$ cat src/rtl/dll_update_pkg.sv
// Shared types and helpers for the DLL delay-code update controller.
// Optional Gray-coded input path: DLL_UPDATE_CTRL_GRAY_EN.
package dll_update_pkg;

    localparam int CODE_W   = 6;
    localparam int DELADJ_W = 5;
    localparam int CODE_MAX = (1 << CODE_W) - 1;

    typedef enum logic [2:0] {
        ST_UNLOCKED,
        ST_WAIT_STABLE,
        ST_HOLD,
        ST_UPDATE,
        ST_TRACK
    } state_t;

    typedef struct packed {
        logic [CODE_W-1:0] code;
        logic              sat;
    } clamp_t;

    // One guard bit above the 7-bit range keeps 63+31 from wrapping negative.
    function automatic clamp_t clamp_code(input logic signed [CODE_W+1:0] sum);
        clamp_t r;
        if (sum < 0) begin
            r.code = '0;
            r.sat  = 1'b1;
        end else if (sum > CODE_MAX) begin
            r.code = '1;
            r.sat  = 1'b1;
        end else begin
            r.code = sum[CODE_W-1:0];
            r.sat  = 1'b0;
        end
        return r;
    endfunction

    function automatic logic [CODE_W-1:0] gray2bin(input logic [CODE_W-1:0] g);
        logic [CODE_W-1:0] b;
        b[CODE_W-1] = g[CODE_W-1];
        for (int i = CODE_W - 2; i >= 0; i--) begin
            b[i] = b[i+1] ^ g[i];
        end
        return b;
    endfunction

endpackage

$ cat src/rtl/dll_lock_filter.sv
// DLL lock synchronizer and debounce filter.
// lock_o rises after LOCK_FILTER consecutive synchronized-high cycles.
module dll_lock_filter
    import dll_update_pkg::*;
#(
    parameter int LOCK_FILTER = 8
) (
    input  logic CLKIB,
    input  logic resetn,
    input  logic lock_i,
    output logic lock_o
);

    localparam logic [7:0] LF_C = 8'(LOCK_FILTER);

    logic       sync1;
    logic       sync2;
    logic [7:0] cnt;

    always_ff @(posedge CLKIB or negedge resetn) begin
        if (!resetn) begin
            sync1 <= 1'b0;
            sync2 <= 1'b0;
            cnt   <= '0;
        end else begin
            sync1 <= lock_i;
            sync2 <= sync1;
            if (!sync2) begin
                cnt <= '0;
            end else if (cnt != LF_C) begin
                cnt <= cnt + 8'd1;
            end
        end
    end

    assign lock_o = (cnt == LF_C);

endmodule

$ cat src/rtl/dll_update_ctrl.sv
// Master-side DLL code update controller: lock filter, stability wait,
// UDDCNTL/ALUHOLD sequencing, offset + clamp. Macro: DLL_UPDATE_CTRL_GRAY_EN.
module dll_update_ctrl
    import dll_update_pkg::*;
#(
    parameter int STABLE_CNT      = 4,
    parameter int LOCK_FILTER     = 8,
    parameter int UPDATE_INTERVAL = 1024
) (
    input  logic                CLKIB,
    input  logic                resetn,
    input  logic                lock_i,
    input  logic [CODE_W-1:0]   dcntl_i,
    input  logic                upd_req_i,
    input  logic                idle_i,
    input  logic [DELADJ_W-1:0] deladj_i,
    input  logic                deladjpol_i,
    output logic                uddcntl_o,
    output logic                aluhold_o,
    output logic [CODE_W-1:0]   code_o,
    output logic                code_vld_o,
    output logic                code_upd_o,
    output logic                lock_o,
    output logic                err_sat_o
);

    localparam logic [7:0]  STAB_TH  = 8'(STABLE_CNT - 1);
    localparam logic [15:0] IVL_LAST = 16'(UPDATE_INTERVAL - 1);

    state_t                   state_q;
    state_t                   state_d;
    logic [CODE_W-1:0]        dcntl_q;
    logic [CODE_W-1:0]        cur_code;
    logic [CODE_W-1:0]        prev_code;
    logic [CODE_W-1:0]        code_q;
    logic [7:0]               stab_cnt;
    logic [15:0]              ivl_cnt;
    logic                     stable;
    logic                     commit;
    logic signed [CODE_W+1:0] sum;
    clamp_t                   clamped;
    logic                     vld_q;
    logic                     upd_q;
    logic                     sat_q;

    dll_lock_filter #(
        .LOCK_FILTER (LOCK_FILTER)
    ) u_lock_filter (
        .CLKIB  (CLKIB),
        .resetn (resetn),
        .lock_i (lock_i),
        .lock_o (lock_o)
    );

    always_ff @(posedge CLKIB or negedge resetn) begin
        if (!resetn) begin
            dcntl_q <= '0;
        end else begin
            dcntl_q <= dcntl_i;
        end
    end

`ifdef DLL_UPDATE_CTRL_GRAY_EN
    logic [CODE_W-1:0] bin_q;

    always_ff @(posedge CLKIB or negedge resetn) begin
        if (!resetn) begin
            bin_q <= '0;
        end else begin
            bin_q <= gray2bin(dcntl_q);
        end
    end

    assign cur_code = bin_q;
`else
    assign cur_code = dcntl_q;
`endif

    always_ff @(posedge CLKIB or negedge resetn) begin
        if (!resetn) begin
            prev_code <= '0;
            stab_cnt  <= '0;
        end else begin
            prev_code <= cur_code;
            if (cur_code != prev_code) begin
                stab_cnt <= '0;
            end else if (stab_cnt != 8'hff) begin
                stab_cnt <= stab_cnt + 8'd1;
            end
        end
    end

    assign stable = (stab_cnt >= STAB_TH);

    always_ff @(posedge CLKIB or negedge resetn) begin
        if (!resetn) begin
            ivl_cnt <= '0;
        end else if (state_q != ST_TRACK) begin
            ivl_cnt <= '0;
        end else begin
            ivl_cnt <= ivl_cnt + 16'd1;
        end
    end

    always_ff @(posedge CLKIB or negedge resetn) begin
        if (!resetn) begin
            state_q <= ST_UNLOCKED;
        end else begin
            state_q <= state_d;
        end
    end

    always_comb begin
        state_d   = state_q;
        aluhold_o = 1'b0;
        uddcntl_o = 1'b0;
        unique case (state_q)
            ST_UNLOCKED: begin
                if (lock_o) state_d = ST_WAIT_STABLE;
            end
            ST_WAIT_STABLE: begin
                if (stable && idle_i) state_d = ST_HOLD;
            end
            ST_HOLD: begin
                aluhold_o = 1'b1;
                state_d   = ST_UPDATE;
            end
            ST_UPDATE: begin
                aluhold_o = 1'b1;
                uddcntl_o = 1'b1;
                state_d   = ST_TRACK;
            end
            ST_TRACK: begin
                if (ivl_cnt == IVL_LAST || upd_req_i) begin
                    state_d = ST_WAIT_STABLE;
                end
            end
            default: state_d = ST_UNLOCKED;
        endcase
        // Lock loss overrides every transition.
        if (!lock_o) state_d = ST_UNLOCKED;
    end

    always_comb begin
        sum = $signed({2'b00, cur_code});
        if (deladjpol_i) begin
            sum = sum - $signed({3'b000, deladj_i});
        end else begin
            sum = sum + $signed({3'b000, deladj_i});
        end
        clamped = clamp_code(sum);
    end

    assign commit = (state_q == ST_UPDATE) && lock_o;

    always_ff @(posedge CLKIB or negedge resetn) begin
        if (!resetn) begin
            code_q <= '0;
            vld_q  <= 1'b0;
            upd_q  <= 1'b0;
            sat_q  <= 1'b0;
        end else begin
            upd_q <= commit;
            if (commit) begin
                code_q <= clamped.code;
                vld_q  <= 1'b1;
                if (clamped.sat) sat_q <= 1'b1;
            end else if (!lock_o) begin
                vld_q <= 1'b0;
            end
        end
    end

    assign code_o     = code_q;
    assign code_vld_o = vld_q;
    assign code_upd_o = upd_q;
    assign err_sat_o  = sat_q;

endmodule

$ cat config.mk
export PLATFORM = sky130hd
export DESIGN_NAME = dll_update_ctrl
export DESIGN_NICKNAME = d
export VERILOG_FILES = /design/src/rtl/dll_update_pkg.sv /design/src/rtl/dll_lock_filter.sv /design/src/rtl/dll_update_ctrl.sv
export SDC_FILE = /design/constraint.sdc
export NUM_CORES = 1
export LEC_CHECK = 0
export BUFFER_PORTS_ARGS = -buffer_cell sky130_fd_sc_hd__buf_4
export CAP_MARGIN = 0
export CORE_UTILIZATION = 35
export CTS_CLUSTER_DIAMETER = 50
export DETAILED_ROUTE_END_ITERATION = 7
export SYNTH_ARGS = -nofsm -noshare
export SYNTH_HDL_FRONTEND = slang
export SYNTH_HIERARCHICAL = 1
export SYNTH_SLANG_ARGS = --single-unit
export TNS_END_PERCENT = 5
$ cat constraint.sdc
create_clock -name CLKIB -period 2.5 [get_ports CLKIB]
set_clock_uncertainty 0.05 [all_clocks]
set_input_delay 0 -clock CLKIB [delete_from_list [all_inputs] [get_ports CLKIB]]
set_output_delay 0 -clock CLKIB [all_outputs]
set_load 0.02 [all_outputs]
==> key figures <==
Synth
  • Mapped Avg Cell Area: around 10 sq um
  • Synth Warn #: 6
  • Synth async-reset ratio: 1.00
  • Area contributors post-synth: dfrtp_1 (48%), ha_1 (5.9%), xor2_1 (4.4%)
  • EDFF count, synth: 0
  • Most frequent cells after synthesis: dfrtp_1 (58), nor2_1 (33), nand2_1 (27), nand3_1 (16), xor2_1 (15)
  • Cell taking the most area after synthesis: dfrtp_1
  • Post-synthesis sequential area ratio: 0.485
  • Mapped Area: about 0.003 sq mm
  • Top-area cell type share of the netlist area: 0.485
  • Gate Count Post-Synth: 295
  • Ys flop type: dfrtp_1
  • #FFs+latches synth: 58
  • Most common cell in the synthesized netlist: dfrtp_1
  • Netlist cell types: 48
  • Syn nets: 328

GRT
  • Largest net degree at the start of global routing: 59
  • Vias in the first global route: roughly 2200
  • All-Layer GR Usage: 0.147
  • Total grt overflow: 0
  • First-pass GRT wire length: 10200 um
  • Initial antenna violation count: 0

Floorplan
  • Die Ht: 94.5 um
  • Chip width: roughly 94 um
  • # IOs: 29
  • DIE AREA: 0.00892 sq mm
  • Initial Util: 0.362
  • Rows: 33
  • CORE AREA: about 0.0083 sq mm

Placed design
  • HPWL after DPL: between 3000 and 4000 um
  • Placer Congestion: 0.801
  • # port buffers: 28

Worst setup path
  • R2R cell count: 8
  • R2R Path End: code_o[5]$_DFFE_PN0P_
  • Slowest-stage cell, CP: o41ai_2
  • CP startpoint kind: register
  • Reg2reg setup slack: 0.29 ns
  • Worst Setup End Kind: register
  • Required time worst endpoint: 2.71 ns
  • Sum of buffers and inverters on the critical path: 1
  • Crit Path Class: register to register
  • CP delay by family, top: compound AO/OA/AOI/OAI gates
  • Crit path max fanout: 6
  • Critical Path, Cell by Cell: ha_1, inv_1, fa_1, o21bai_1, a21oi_1, o41ai_2, a22oi_1, nand3_1
  • Crit-path max cell delay: 0.51 ns
  • CP arrival: around 2.4 ns
  • Worst r2r src: cur_code[0]$_DFF_PN0_

STA
  • Least-Margin Pin Slew: 0.745 ns
  • Worst hold slack: 0.0224 ns
  • Tcrit/Tclk final: 0.882
  • Worst rel slew slack: 0.503
  • Min Clock Period, post-route: 2.21 ns
  • Setup tns final: 0 ns
  • Fin. max-slew vios: 0
  • RSZ-0062 raised after global routing: false
  • Fin. Hold Viols: 0
  • Finish-stage setup viols: 0
  • Max Freq: 453 MHz

Hold path
  • Hold Path Class: primary input to register
  • Hold path endpoint: state_q[1]$_DFFE_PN0P_
  • Worst Hold Launch: idle_i
  • Hold Path Depth: 4

Route
  • Vias per cell: 4.90
  • Detailed-route wire length: 5740 um
  • Via Count: 2210
  • DRT antenna net count: 0
  • Drt pass-1 iters: 4
  • Post-route DRC: 0
  • Wirelength per Cell: 12.7 um
  • Drt initial violations: 71

Power and ir drop
  • P per Cell Area: around 540 mW/mm^2
  • Leak Pwr: 1.65 nW
  • Peak supply drop: 0.000230 V

CTS
  • CTS root buffer: clkbuf_8
  • Max Buffers Root-to-Sink: 2
  • CTS H-Tree Depth: 3
  • Reg clk slew, reported paths: 0.07 ns
  • # Post-CTS Setup Buffers: 0
  • Clock Sinks: 58
  • Skew-Pair Late Insertion Delay: 0.33 ns
  • CTS tree: built
  • Num CTS Buffers: 9

Finish
  • Fillers: just over 800
  • # nets final: between 300 and 400
  • Share of cells above drive strength 1: 0.150
  • ANT cells: 0
  • Syn-to-layout area delta: 20.7%

Outcome
  • Status: finished clean

Job
  • Max-Cap Viols: 0
-- where the power goes --
group | switching, mW | internal, mW | leakage, nW
clock network | 0.361 | 0.439 | 0.0965
logic | 0.0900 | 0.0792 | 0.805
registers | 0.0195 | 0.956 | 0.752
-- per-stage QoR --
stage / util / cell area, sq um / setup WS [ns] / std cells / total power [mW]
floorplan: - / 2990 / 0.214 / 295 / 1.08
global placement: 0.403 / 3330 / 0.406 / 425 / 1.15
detailed placement: 0.403 / 3330 / 0.369 / 425 / 1.15
CTS: 0.437 / 3610 / 0.352 / 451 / 1.97
global route: 0.437 / 3610 / 0.0857 / 451 / 2.04
finish: 0.437 / 3610 / 0.294 / 451 / 1.94
-- state kept, by name (all words and copies together), names as in the netlist --
signal and flops:
u_lock_filter/cnt 8, u_lock_filter/sync1 1, prev_code 6, code_o 6, err_sat_o 1, state_q 3, code_vld_o 1, cur_code 6
ivl_cnt 16, u_lock_filter/sync2 1, stab_cnt 8, code_upd_o 1
-- cell families (layout without fill, tap and decap cells) --
group | after synthesis | in the layout | synth area share
AOI/OAI and AO/OA | 41 | 41 | 0.0920
xor gates and xnor gates | 26 | 26 | 0.0761
adders and majority gates | 16 | 16 | 0.0719
buffers and inverters | 20 | 71 | 0.0280
DFF | 58 | 58 | 0.485
muxes | 8 | 8 | 0.0272
and+or+nand+nor | 126 | 126 | 0.220
-- tightest hold or removal path: stages --
cell,delay (ns)
buf_4,0.12
nand3_1,0.07
mux2_2,0.14
nor3b_1,0.04
-- layout make-up --
| type | instances | area, sq um | share of cell area |
|---|---|---|---|
| Timing Repair Buffer | 42 | 340 | 0.0942 |
| Inverter | 13 | 48.8 | 0.0135 |
| Multi-Input combinational cell | 217 | 1460 | 0.404 |
| Clock inverter | 2 | 10.0 | 0.00277 |
| Sequential cell | 58 | 1450 | 0.402 |
| Clock buffer | 14 | 173 | 0.0478 |
| Tap cell | 105 | 131 | 0.0364 |
-- worst max path at each step --
stage | startpoint | end | slack [ns] | cells after the start
6_report | cur_code[0]$_DFF_PN0_ | code_o[5]$_DFFE_PN0P_ | 0.29 | 8
2_1_floorplan | u_lock_filter/cnt[0]$_DFFE_PN0P_ | code_o[4]$_DFFE_PN0P_ | 0.21 | 9
5_1_grt | cur_code[0]$_DFF_PN0_ | code_o[5]$_DFFE_PN0P_ | 0.09 | 8
3_5_place_dp | cur_code[0]$_DFF_PN0_ | code_o[0]$_DFFE_PN0P_ | 0.37 | 8
3_3_place_gp | cur_code[0]$_DFF_PN0_ | code_o[0]$_DFFE_PN0P_ | 0.41 | 8
4_1_cts | cur_code[0]$_DFF_PN0_ | code_o[0]$_DFFE_PN0P_ | 0.35 | 8
-- placed cells by master, fill, tap and decap left out, drive strengths merged, types with 3 or more instances in the layout --
cell type and instances:
a211oi 3, a21oi 6, a22oi 3, and2 3, and3 7, and4 3, buf 32, clkbuf 14
dfrtp 58, dlygate4sd3 10, ha 14, inv 13, mux2i 7, nand2 27, nand2b 6, nand3 16
nand4 4, nor2 33, nor2b 5, nor3 6, nor3b 3, nor4 4, o21ai 14, o31a 3
or3 3, xnor2 11, xor2 15
-- what timing repair did --
action                                 in CTS  in global routing
endpoints found under the hold margin      67                  0
resized for setup                           0                  0
hold buffers                               10                  0
-- routing by layer --
layer / global-route usage / vias to the layer above / wire length [um]
met5: 0 / - / 0
met2: 0.222 / 26 / 2530
met3: 0.0395 / 6 / 167
met1: 0.203 / 1067 / 2980
li1: - / 1111 / -
met4: 0.0492 / 0 / 64
Power figures use the tool's default switching activity.
